==> config.mk <==
export PLATFORM = sky130hd
export DESIGN_NAME = uart_loader
export DESIGN_NICKNAME = d
export VERILOG_FILES = /design/src/rtl/uart_pkg.sv /design/src/rtl/uart_rx.sv /design/src/rtl/uart_loader.sv
export SDC_FILE = /design/constraint.sdc
export NUM_CORES = 1
export LEC_CHECK = 0
export ABC_AREA = 1
export BUFFER_PORTS_ARGS = -buffer_cell sky130_fd_sc_hd__buf_4
export CAP_MARGIN = 20
export CORE_ASPECT_RATIO = 2
export CORE_MARGIN = 2
export CORE_UTILIZATION = 44
export DETAILED_ROUTE_END_ITERATION = 10
export GPL_ROUTABILITY_DRIVEN = 1
export HOLD_SLACK_MARGIN = 0.05
export PLACE_DENSITY = 0.69
export SETUP_SLACK_MARGIN = 0.15
export SYNTH_ARGS = -nofsm -noshare
export SYNTH_HDL_FRONTEND = slang
export SYNTH_SLANG_ARGS = --single-unit
==> constraint.sdc <==
create_clock -name clk -period 1.7 [get_ports clk]
set_input_delay 0.085 -clock clk [delete_from_list [all_inputs] [get_ports clk]]
set_output_delay 0.085 -clock clk [all_outputs]
set_load 0.02 [all_outputs]
==> src/rtl/uart_pkg.sv <==
// Shared UART definitions: receiver/transmitter state encodings and the
// tagging scheme used to split 12-bit words across two serial bytes.
package uart_pkg;

    typedef enum logic [2:0] {
        RX_IDLE,
        RX_START,
        RX_DATA,
        RX_STOP,
        RX_WAIT_IDLE
    } rx_state_t;

    typedef enum logic [1:0] {
        TX_IDLE,
        TX_START,
        TX_DATA,
        TX_STOP
    } tx_state_t;

    localparam int UART_BYTE_W = 8;

    // Word-load byte layout: bit 7 tags the half, bit 6 is spare, bits 5:0 carry data.
    localparam int   TAG_BIT  = 7;
    localparam logic TAG_HIGH = 1'b1;
    localparam logic TAG_LOW  = 1'b0;
    localparam int   HALF_W   = 6;
    localparam int   WORD_W   = 2 * HALF_W;

endpackage

==> src/rtl/uart_rx.sv <==
// 8N1 serial receiver: two-flop synchronizer, mid-bit sampling FSM paced by ce,
// one-clk byte-valid pulse and sticky framing-error flag.
module uart_rx
    import uart_pkg::*;
#(
    parameter int CLKS_PER_BIT = 8
) (
    input  logic                   clk,
    input  logic                   reset,
    input  logic                   ce,
    input  logic                   rxd,
    output logic                   byte_vld,
    output logic [UART_BYTE_W-1:0] byte_data,
    output logic                   active,
    output logic                   frame_err
);

    localparam int TW = (CLKS_PER_BIT > 2) ? $clog2(CLKS_PER_BIT) : 1;
    localparam logic [TW-1:0] TICK_FULL = TW'(CLKS_PER_BIT - 1);
    localparam logic [TW-1:0] TICK_HALF = TW'(CLKS_PER_BIT / 2 - 1);

    rx_state_t     state;
    logic          rxd_s1;
    logic          rxd_s2;
    logic [TW-1:0] tick_cnt;
    logic [2:0]    bit_idx;

    always_ff @(posedge clk) begin
        if (reset) begin
            state     <= RX_IDLE;
            rxd_s1    <= 1'b1;
            rxd_s2    <= 1'b1;
            tick_cnt  <= '0;
            bit_idx   <= '0;
            byte_data <= '0;
            byte_vld  <= 1'b0;
            active    <= 1'b0;
            frame_err <= 1'b0;
        end else begin
            rxd_s1   <= rxd;
            rxd_s2   <= rxd_s1;
            byte_vld <= 1'b0;
            if (ce) begin
                case (state)
                    RX_IDLE: begin
                        if (!rxd_s2) begin
                            state    <= RX_START;
                            tick_cnt <= '0;
                            active   <= 1'b1;
                        end
                    end
                    // Re-check the line half a bit in; a short low pulse is a glitch.
                    RX_START: begin
                        if (tick_cnt == TICK_HALF) begin
                            tick_cnt <= '0;
                            bit_idx  <= '0;
                            if (!rxd_s2) begin
                                state <= RX_DATA;
                            end else begin
                                state  <= RX_IDLE;
                                active <= 1'b0;
                            end
                        end else begin
                            tick_cnt <= tick_cnt + 1'b1;
                        end
                    end
                    RX_DATA: begin
                        if (tick_cnt == TICK_FULL) begin
                            tick_cnt  <= '0;
                            byte_data <= {rxd_s2, byte_data[UART_BYTE_W-1:1]};
                            bit_idx   <= bit_idx + 1'b1;
                            if (bit_idx == 3'd7) begin
                                state <= RX_STOP;
                            end
                        end else begin
                            tick_cnt <= tick_cnt + 1'b1;
                        end
                    end
                    RX_STOP: begin
                        if (tick_cnt == TICK_FULL) begin
                            tick_cnt <= '0;
                            active   <= 1'b0;
                            if (rxd_s2) begin
                                byte_vld <= 1'b1;
                                state    <= RX_IDLE;
                            end else begin
                                frame_err <= 1'b1;
                                state     <= RX_WAIT_IDLE;
                            end
                        end else begin
                            tick_cnt <= tick_cnt + 1'b1;
                        end
                    end
                    RX_WAIT_IDLE: begin
                        if (rxd_s2) begin
                            state <= RX_IDLE;
                        end
                    end
                    default: state <= RX_IDLE;
                endcase
            end
        end
    end

endmodule

==> src/rtl/uart_loader.sv <==
// Program-memory loader: pairs tagged high/low bytes from uart_rx into 12-bit
// words and writes them to consecutive addresses until WORD_COUNT words land.
module uart_loader
    import uart_pkg::*;
#(
    parameter int CLKS_PER_BIT = 8,
    parameter int WORD_COUNT   = 255
) (
    input  logic              clk,
    input  logic              reset,
    input  logic              ce,
    input  logic              rxd,
    output logic              o_we,
    output logic [WORD_W-1:0] o_addr,
    output logic [WORD_W-1:0] o_data,
    output logic              o_active,
    output logic              o_done,
    output logic              o_frame_err,
    output logic              o_seq_err
);

    localparam logic [WORD_W-1:0] LAST_ADDR = WORD_W'(WORD_COUNT - 1);

    logic                   rx_vld;
    logic [UART_BYTE_W-1:0] rx_byte;
    logic                   pending;
    logic [HALF_W-1:0]      hi_half;
    logic                   unused_spare_bit;

    // Bit 6 of a load byte carries no information.
    assign unused_spare_bit = rx_byte[6];

    uart_rx #(
        .CLKS_PER_BIT(CLKS_PER_BIT)
    ) u_rx (
        .clk      (clk),
        .reset    (reset),
        .ce       (ce),
        .rxd      (rxd),
        .byte_vld (rx_vld),
        .byte_data(rx_byte),
        .active   (o_active),
        .frame_err(o_frame_err)
    );

    always_ff @(posedge clk) begin
        if (reset) begin
            o_we      <= 1'b0;
            o_addr    <= '0;
            o_data    <= '0;
            o_done    <= 1'b0;
            o_seq_err <= 1'b0;
            pending   <= 1'b0;
            hi_half   <= '0;
        end else begin
            o_we <= 1'b0;
            if (o_we && (o_addr != LAST_ADDR)) begin
                o_addr <= o_addr + 1'b1;
            end
            if (rx_vld && !o_done) begin
                case (rx_byte[TAG_BIT])
                    TAG_HIGH: begin
                        pending <= 1'b1;
                        hi_half <= rx_byte[HALF_W-1:0];
                    end
                    TAG_LOW: begin
                        if (pending) begin
                            o_we    <= 1'b1;
                            o_data  <= {hi_half, rx_byte[HALF_W-1:0]};
                            pending <= 1'b0;
                            if (o_addr == LAST_ADDR) begin
                                o_done <= 1'b1;
                            end
                        end else begin
                            o_seq_err <= 1'b1;
                        end
                    end
                endcase
            end
        end
    end

endmodule
==> results.json, run 1 <==
{
  "critPathRequiredTime_ns": 1.93,
  "syn-mean-instance-area_um2": 7.20,
  "drv_cap": 0,
  "post-route-drc-count": 0,
  "regArea_mm2": 0.00113,
  "drt-vias-per-instance": 4.99,
  "critPathArrivalTime_ns": 1.67,
  "pre_cts_slack_ns": 0.205,
  "skew_ns": 0.00472,
  "clock-root-buffer": "clkbuf_16",
  "end_kind": "flip-flop",
  "holdCritPathClass": "input port to flip-flop",
  "syn_inst": 355,
  "grt_pass1_wl_mm": 9.61,
  "grt_pass1_vias": 2205,
  "fillers": 553,
  "htree_num_levels": 2,
  "grt_usage_pct": 19.2,
  "syn_area_mm2": 0.00255,
  "n_antenna_cell": 0,
  "finalWorstSetupSlack_ns": 0.264,
  "async_reset_ff_share_pct": 0,
  "insertion_delay_ns": 0.30,
  "rsz0062_at_grt": "no",
  "initial_core_util_pct": 45.1,
  "yosys.area.top_type_share_pct": 43.9,
  "p_leak_nw": 1.39,
  "ys_types": 29,
  "relSlewSlack_pct": 71.2,
  "status": "completed",
  "grt_max_degree": 26,
  "dp_hpwl_mm": 4.18,
  "io_pins": 33,
  "antenna_found_initial": 0,
  "tightest_slew_ns": 0.432,
  "cts_max_path_buffers": 2,
  "finalHoldViolCount": 0,
  "nNetsFinal": 405,
  "drive_above_1_share_pct": 19.5,
  "num_vias": 2274,
  "path_clk_slew_ns": 0.07,
  "start_kind": "flip-flop",
  "yosysSeqAreaShare_pct": 43.9,
  "peakVddDrop_v": 0.00104,
  "core_area_mm2": 0.00566,
  "die_x_um": 57.9,
  "multi_input_area_mm2": 0.00125,
  "clock-sinks": 56,
  "portBuffers": 32,
  "routedWlPerCell_um": 12.6,
  "drtPass1Iterations": 4,
  "place_congestion": 0.877,
  "cts_buffers": 5,
  "postRouteAntennaNets": 0,
  "synth_warnings": 0,
  "post-route-period-util_pct": 84.5,
  "drt-initial-drc-count": 31,
  "die_height_um": 112,
  "postRouteWirelength_mm": 5.75,
  "yosys.area.top_type": "dfxtp_1",
  "path_max_fanout": 11,
  "finalMaxSlewViolations": 0,
  "final.setup.tns_ns": 0,
  "cts_tree": "built",
  "synthTopCellsByArea": "dfxtp_1 (44%), nand2_1 (11%), nor2_1 (10%)",
  "synth_seq_cells": 56,
  "area_delta_synth_final_pct": 20.8,
  "synthFlopType": "dfxtp_1",
  "setup_violations": 0,
  "max_freq_mhz": 696,
  "fin_crit_ns": 1.44,
  "overflow": 0,
  "row_count": 39,
  "synthesis.nets": 366,
  "power_density_mw_per_mm2": 1030,
  "dieArea_mm2": 0.00647,
  "critical_path_class": "flip-flop to flip-flop",
  "synth_edf_count": 0
}
[where the power goes]
part	switching, mW	total (mW)	internal (mW)	leakage, nW
clock network	0.491	1.05	0.559	0.0719
logic	0.421	0.648	0.227	0.862
registers	0.113	1.48	1.36	0.454
[metrics by stage]
step	utilization [%]	hold slack [ns]	area [µm²]	cells	total power, mW
after floorplan	-	0.189	2550	355	2.03
after detailed placement	50.9	0.278	2880	446	2.15
after CTS	53.7	0.192	3040	455	3.21
after global placement	50.9	0.273	2880	446	2.15
after global routing	54.5	0.210	3090	456	3.36
final	54.5	0.195	3090	456	3.17
[worst paths after layout]
check / from / end / slack [ns] / depth (start not counted)
worst min-delay path: ce / u_rx.tick_cnt[1]$_SDFFE_PP0P_ / 0.19 / 4
worst max register to register: o_addr[5]$_SDFFE_PP0P_ / o_addr[0]$_SDFFE_PP0P_ / 0.26 / 7
worst max-delay path: o_addr[5]$_SDFFE_PP0P_ / o_addr[0]$_SDFFE_PP0P_ / 0.26 / 7
worst min register to register: u_rx.rxd_s1$_SDFF_PP1_ / u_rx.rxd_s2$_SDFF_PP1_ / 0.41 / 1
[logic make-up after synthesis]
logic type | count (synthesis) | share of synthesized area [%]
AND/OR/NAND/NOR | 188 | 32.4
flip-flops | 56 | 43.9
AO/OA/AOI/OAI | 54 | 10.7
buffers and inverters | 45 | 7.88
adder cells (fa/ha/maj) | 7 | 3.43
XOR/XNOR | 5 | 1.71
[routing by layer]
layer,vias to the layer above,global-route usage (%),share of wire [%]
li1,1207,-,-
met1,1019,19.4,40
met2,38,34.5,54
met3,10,4.30,2.5
met4,0,11.0,2.7
met5,-,0,0
[registers in the layout, summed over array words and instances (netlist names)]
signal and count:
hi_half 6, u_rx.byte_vld 1, u_rx.active 1, u_rx.byte_data 8, u_rx.frame_err 1, u_rx.rxd_s1 1, u_rx.bit_idx 3, o_data 12
o_we 1, o_addr 12, u_rx.state 3, o_seq_err 1, o_done 1, pending 1, u_rx.tick_cnt 3, u_rx.rxd_s2 1
[worst max-delay path, cell delays in order, from the launching register on]
cell     delay, ns
dfxtp_1       0.42
nand2_1       0.12
nor2_2        0.22
nand3_4       0.18
nand2_4       0.13
buf_12        0.12
o21ai_0       0.08
nor2_1        0.10
[repair_timing]
item                                    4_1_cts  5_1_grt
gates resized for setup                       0       10
hold buffers                                  1        0
hold endpoints to repair                      1        0
endpoints found under the setup margin        0       17
buffers inserted                              0        1
[Yosys cell counts, types with 5 or more instances]
master and instances:
nand3_1 20, a21oi_1 24, nand2_1 74, o21ai_0 27, nor2_2 7, inv_1 31
clkbuf_1 5, ha_1 7, nor2_1 70, dfxtp_1 56
[layout make-up]
class                      count  area share, %
clock inverter                 2          0.567
clock buffer                   6           4.18
inverter                      33           4.01
sequential                    56           36.5
timing repair buffer          44           11.7
multi-input combinational    254           40.6
tap                           61           2.47
[cells in the final DEF (no fill, tap or decap), types with 4 or more instances in the layout]
cell type,synthesis,final
nand2_1,74,74
nor2_1,70,69
dfxtp_1,56,52
buf_4,1,40
inv_1,31,30
o21ai_0,27,27
a21oi_1,24,24
nand3_1,20,20
nor2_2,7,7
ha_1,7,7
clkbuf_16,0,5
dfxtp_2,0,4
Note: power is estimated with default switching activity, not from simulation.
==> inputs of run 2 (changes only) <==
- clock period: 1.7 -> 1.5 ns (I/O delays scaled with it)
==> run 2 against run 1 <==
  * Worst setup slack worse by 0.14 ns
  * Fmax up 4.1%
  * Final cell count is 3.7% higher
  * Count of clock-buffer cells in the layout down 1
  * Highest routed layer unchanged
==> results.json, run 2 (synthesis results as in run 1) <==
{
  "switching_share_pct": 31.8,
  "p_switching_mw": 1.25,
  "nNetsFinal": 422,
  "pwr-share-clk_pct": 33.6,
  "hp-start": "reset",
  "finalHoldViolCount": 0,
  "p_leak_nw": 1.49,
  "critPathRequiredTime_ns": 1.67,
  "max_freq_mhz": 724,
  "portBuffers": 32,
  "tightest_slew_ns": 0.543,
  "drv_cap": 0,
  "r2r-start": "o_addr[0]$_SDFFE_PP0P_",
  "start_kind": "flip-flop",
  "drtPass1Iterations": 5,
  "die_x_um": 57.9,
  "power_density_mw_per_mm2": 1150,
  "overflow": 0,
  "hold_slack_ns": 0.180,
  "holdCritPathClass": "input port to flip-flop",
  "dp_hpwl_mm": 4.38,
  "reg.largest.list": "o_addr x12, o_data x12, u_rx.byte_data x8",
  "comb_power_share_pct": 23.9,
  "drt-vias-per-instance": 5.22,
  "area_delta_synth_final_pct": 34.5,
  "finalMaxSlewViolations": 0,
  "cts_tree": "built",
  "drive_above_1_share_pct": 31.6,
  "reg2reg_to": "o_addr[3]$_SDFFE_PP0P_",
  "seq_power_share_pct": 42.5,
  "final.setup.tns_ns": 0,
  "critPathArrivalTime_ns": 1.55,
  "post-route-period-util_pct": 92.0,
  "grt_pass1_wl_mm": 10.6,
  "setup_violations": 0,
  "core_area_mm2": 0.00566,
  "r2r_slack_ns": 0.12,
  "postRouteWirelength_mm": 6.63,
  "hold_path_depth": 4,
  "p_int_mw": 2.69,
  "clock-sinks": 56,
  "insertion_delay_ns": 0.30,
  "post-route-drc-count": 0,
  "postRouteAntennaNets": 0,
  "path_clk_slew_ns": 0.07,
  "grt_usage_pct": 21.0,
  "grt.busiest_layer": "met2",
  "cts_buffers": 5,
  "routedWlPerCell_um": 14.0,
  "drt-initial-drc-count": 54,
  "relSlewSlack_pct": 63.7,
  "layout_common_cells": "nor2_1 (66), nand2_1 (66), buf_4 (52)",
  "cts_max_path_buffers": 2,
  "peakVddDrop_v": 0.000974,
  "critical_path_class": "flip-flop to flip-flop",
  "grt_max_degree": 23,
  "num_vias": 2471,
  "status": "completed",
  "met3_usage_pct": 3.48,
  "initial_core_util_pct": 45.1,
  "row_count": 39,
  "skew_ns": 0.00965,
  "rsz0062_at_grt": "yes",
  "io_pins": 33,
  "grt_pass1_vias": 2452,
  "power_mw": 3.94,
  "fin_crit_ns": 1.38,
  "place_congestion": 0.938,
  "clock-root-buffer": "clkbuf_16",
  "worstRegToRegCells": 8,
  "whs_endpoint": "u_rx.state[1]$_SDFFE_PP0P_",
  "met1_usage_pct": 20.3,
  "n_antenna_cell": 0,
  "end_kind": "flip-flop",
  "die_height_um": 112,
  "path_max_fanout": 5,
  "grtUsageMet2_pct": 38.9,
  "htree_num_levels": 2,
  "dieArea_mm2": 0.00647,
  "antenna_found_initial": 0
}
[run 2: changes by cell type in the layout (fill, tap and decap cells not counted), moves of 6 or more]
cell and change:
buf_4 +12, dfxtp_1 -7, nand2_1 -8, nand2_2 +7, nor2_4 +6
[run 2: worst max-delay path by stage]
| stage | from | end | slack [ns] | cells after the start |
|---|---|---|---|---|
| 2_1_floorplan | o_addr[7]$_SDFFE_PP0P_ | o_addr[10]$_SDFFE_PP0P_ | 0.18 | 8 |
| 3_3_place_gp | o_addr[0]$_SDFFE_PP0P_ | o_addr[1]$_SDFFE_PP0P_ | 0.09 | 9 |
| 3_5_place_dp | o_addr[0]$_SDFFE_PP0P_ | o_addr[0]$_SDFFE_PP0P_ | 0.04 | 9 |
| 4_1_cts | o_addr[2]$_SDFFE_PP0P_ | o_addr[11]$_SDFFE_PP0P_ | 0.16 | 9 |
| 5_1_grt | o_addr[0]$_SDFFE_PP0P_ | o_addr[1]$_SDFFE_PP0P_ | 0.03 | 10 |
| 6_report | o_addr[0]$_SDFFE_PP0P_ | o_addr[3]$_SDFFE_PP0P_ | 0.12 | 8 |
[run 2: per-layer routing]
layer  vias to the layer above  wire length [µm]  share of wire [%]
met5                         -                 0                  0
met2                        64              3630                 55
met3                        27               229                3.5
met1                      1139              2440                 37
li1                       1241                 -                  -
met4                         0               323                4.9
[run 2: stage by stage]
stage,cells,util [%],setup WS (ns),cell area (µm²)
6_report,473,60.7,0.120,3440
5_1_grt,473,60.7,0.0275,3440
4_1_cts,470,57.2,0.155,3240
3_5_place_dp,452,51.6,0.0375,2920
3_3_place_gp,452,51.6,0.0863,2920
2_1_floorplan,355,-,0.182,2560
[run 2: layout make-up]
| type | instances | area [µm²] |
|---|---|---|
| Timing Repair Buffer | 59 | 462 |
| Tap cell | 61 | 76.3 |
| Fill cell | 499 | 2220 |
| Clock buffer | 5 | 125 |
| Multi-Input combinational cell | 256 | 1450 |
| Sequential cell | 56 | 1150 |
| Clock inverter | 3 | 42.5 |
| Inverter | 33 | 131 |
[run 2: worst max-delay path, stage by stage (launching register included)]
cell,delay (ns)
dfxtp_4,0.37
inv_4,0.06
ha_4,0.13
nand2_4,0.06
nor2_4,0.16
nand3_4,0.13
buf_4,0.18
nand3_1,0.09
a21oi_1,0.08
[run 2: timing repair]
item | CTS | global route
hold buffers | 1 | 0
hold endpoints to repair | 1 | 0
cloned | 3 | 0
setup buffers | 6 | 3
resized for setup | 22 | 48
pin swaps | 5 | 18
endpoints found under the setup margin | 25 | 29
[run 2: power by group through the flow]
stage / logic, mW / registers [mW] / clock network, mW
after floorplan: 0.638 / 1.66 / 0
after global placement: 0.789 / 1.67 / 0
after detailed placement: 0.799 / 1.67 / 0
after CTS: 0.826 / 1.66 / 1.34
after global routing: 1.04 / 1.68 / 1.39
final: 0.941 / 1.67 / 1.32
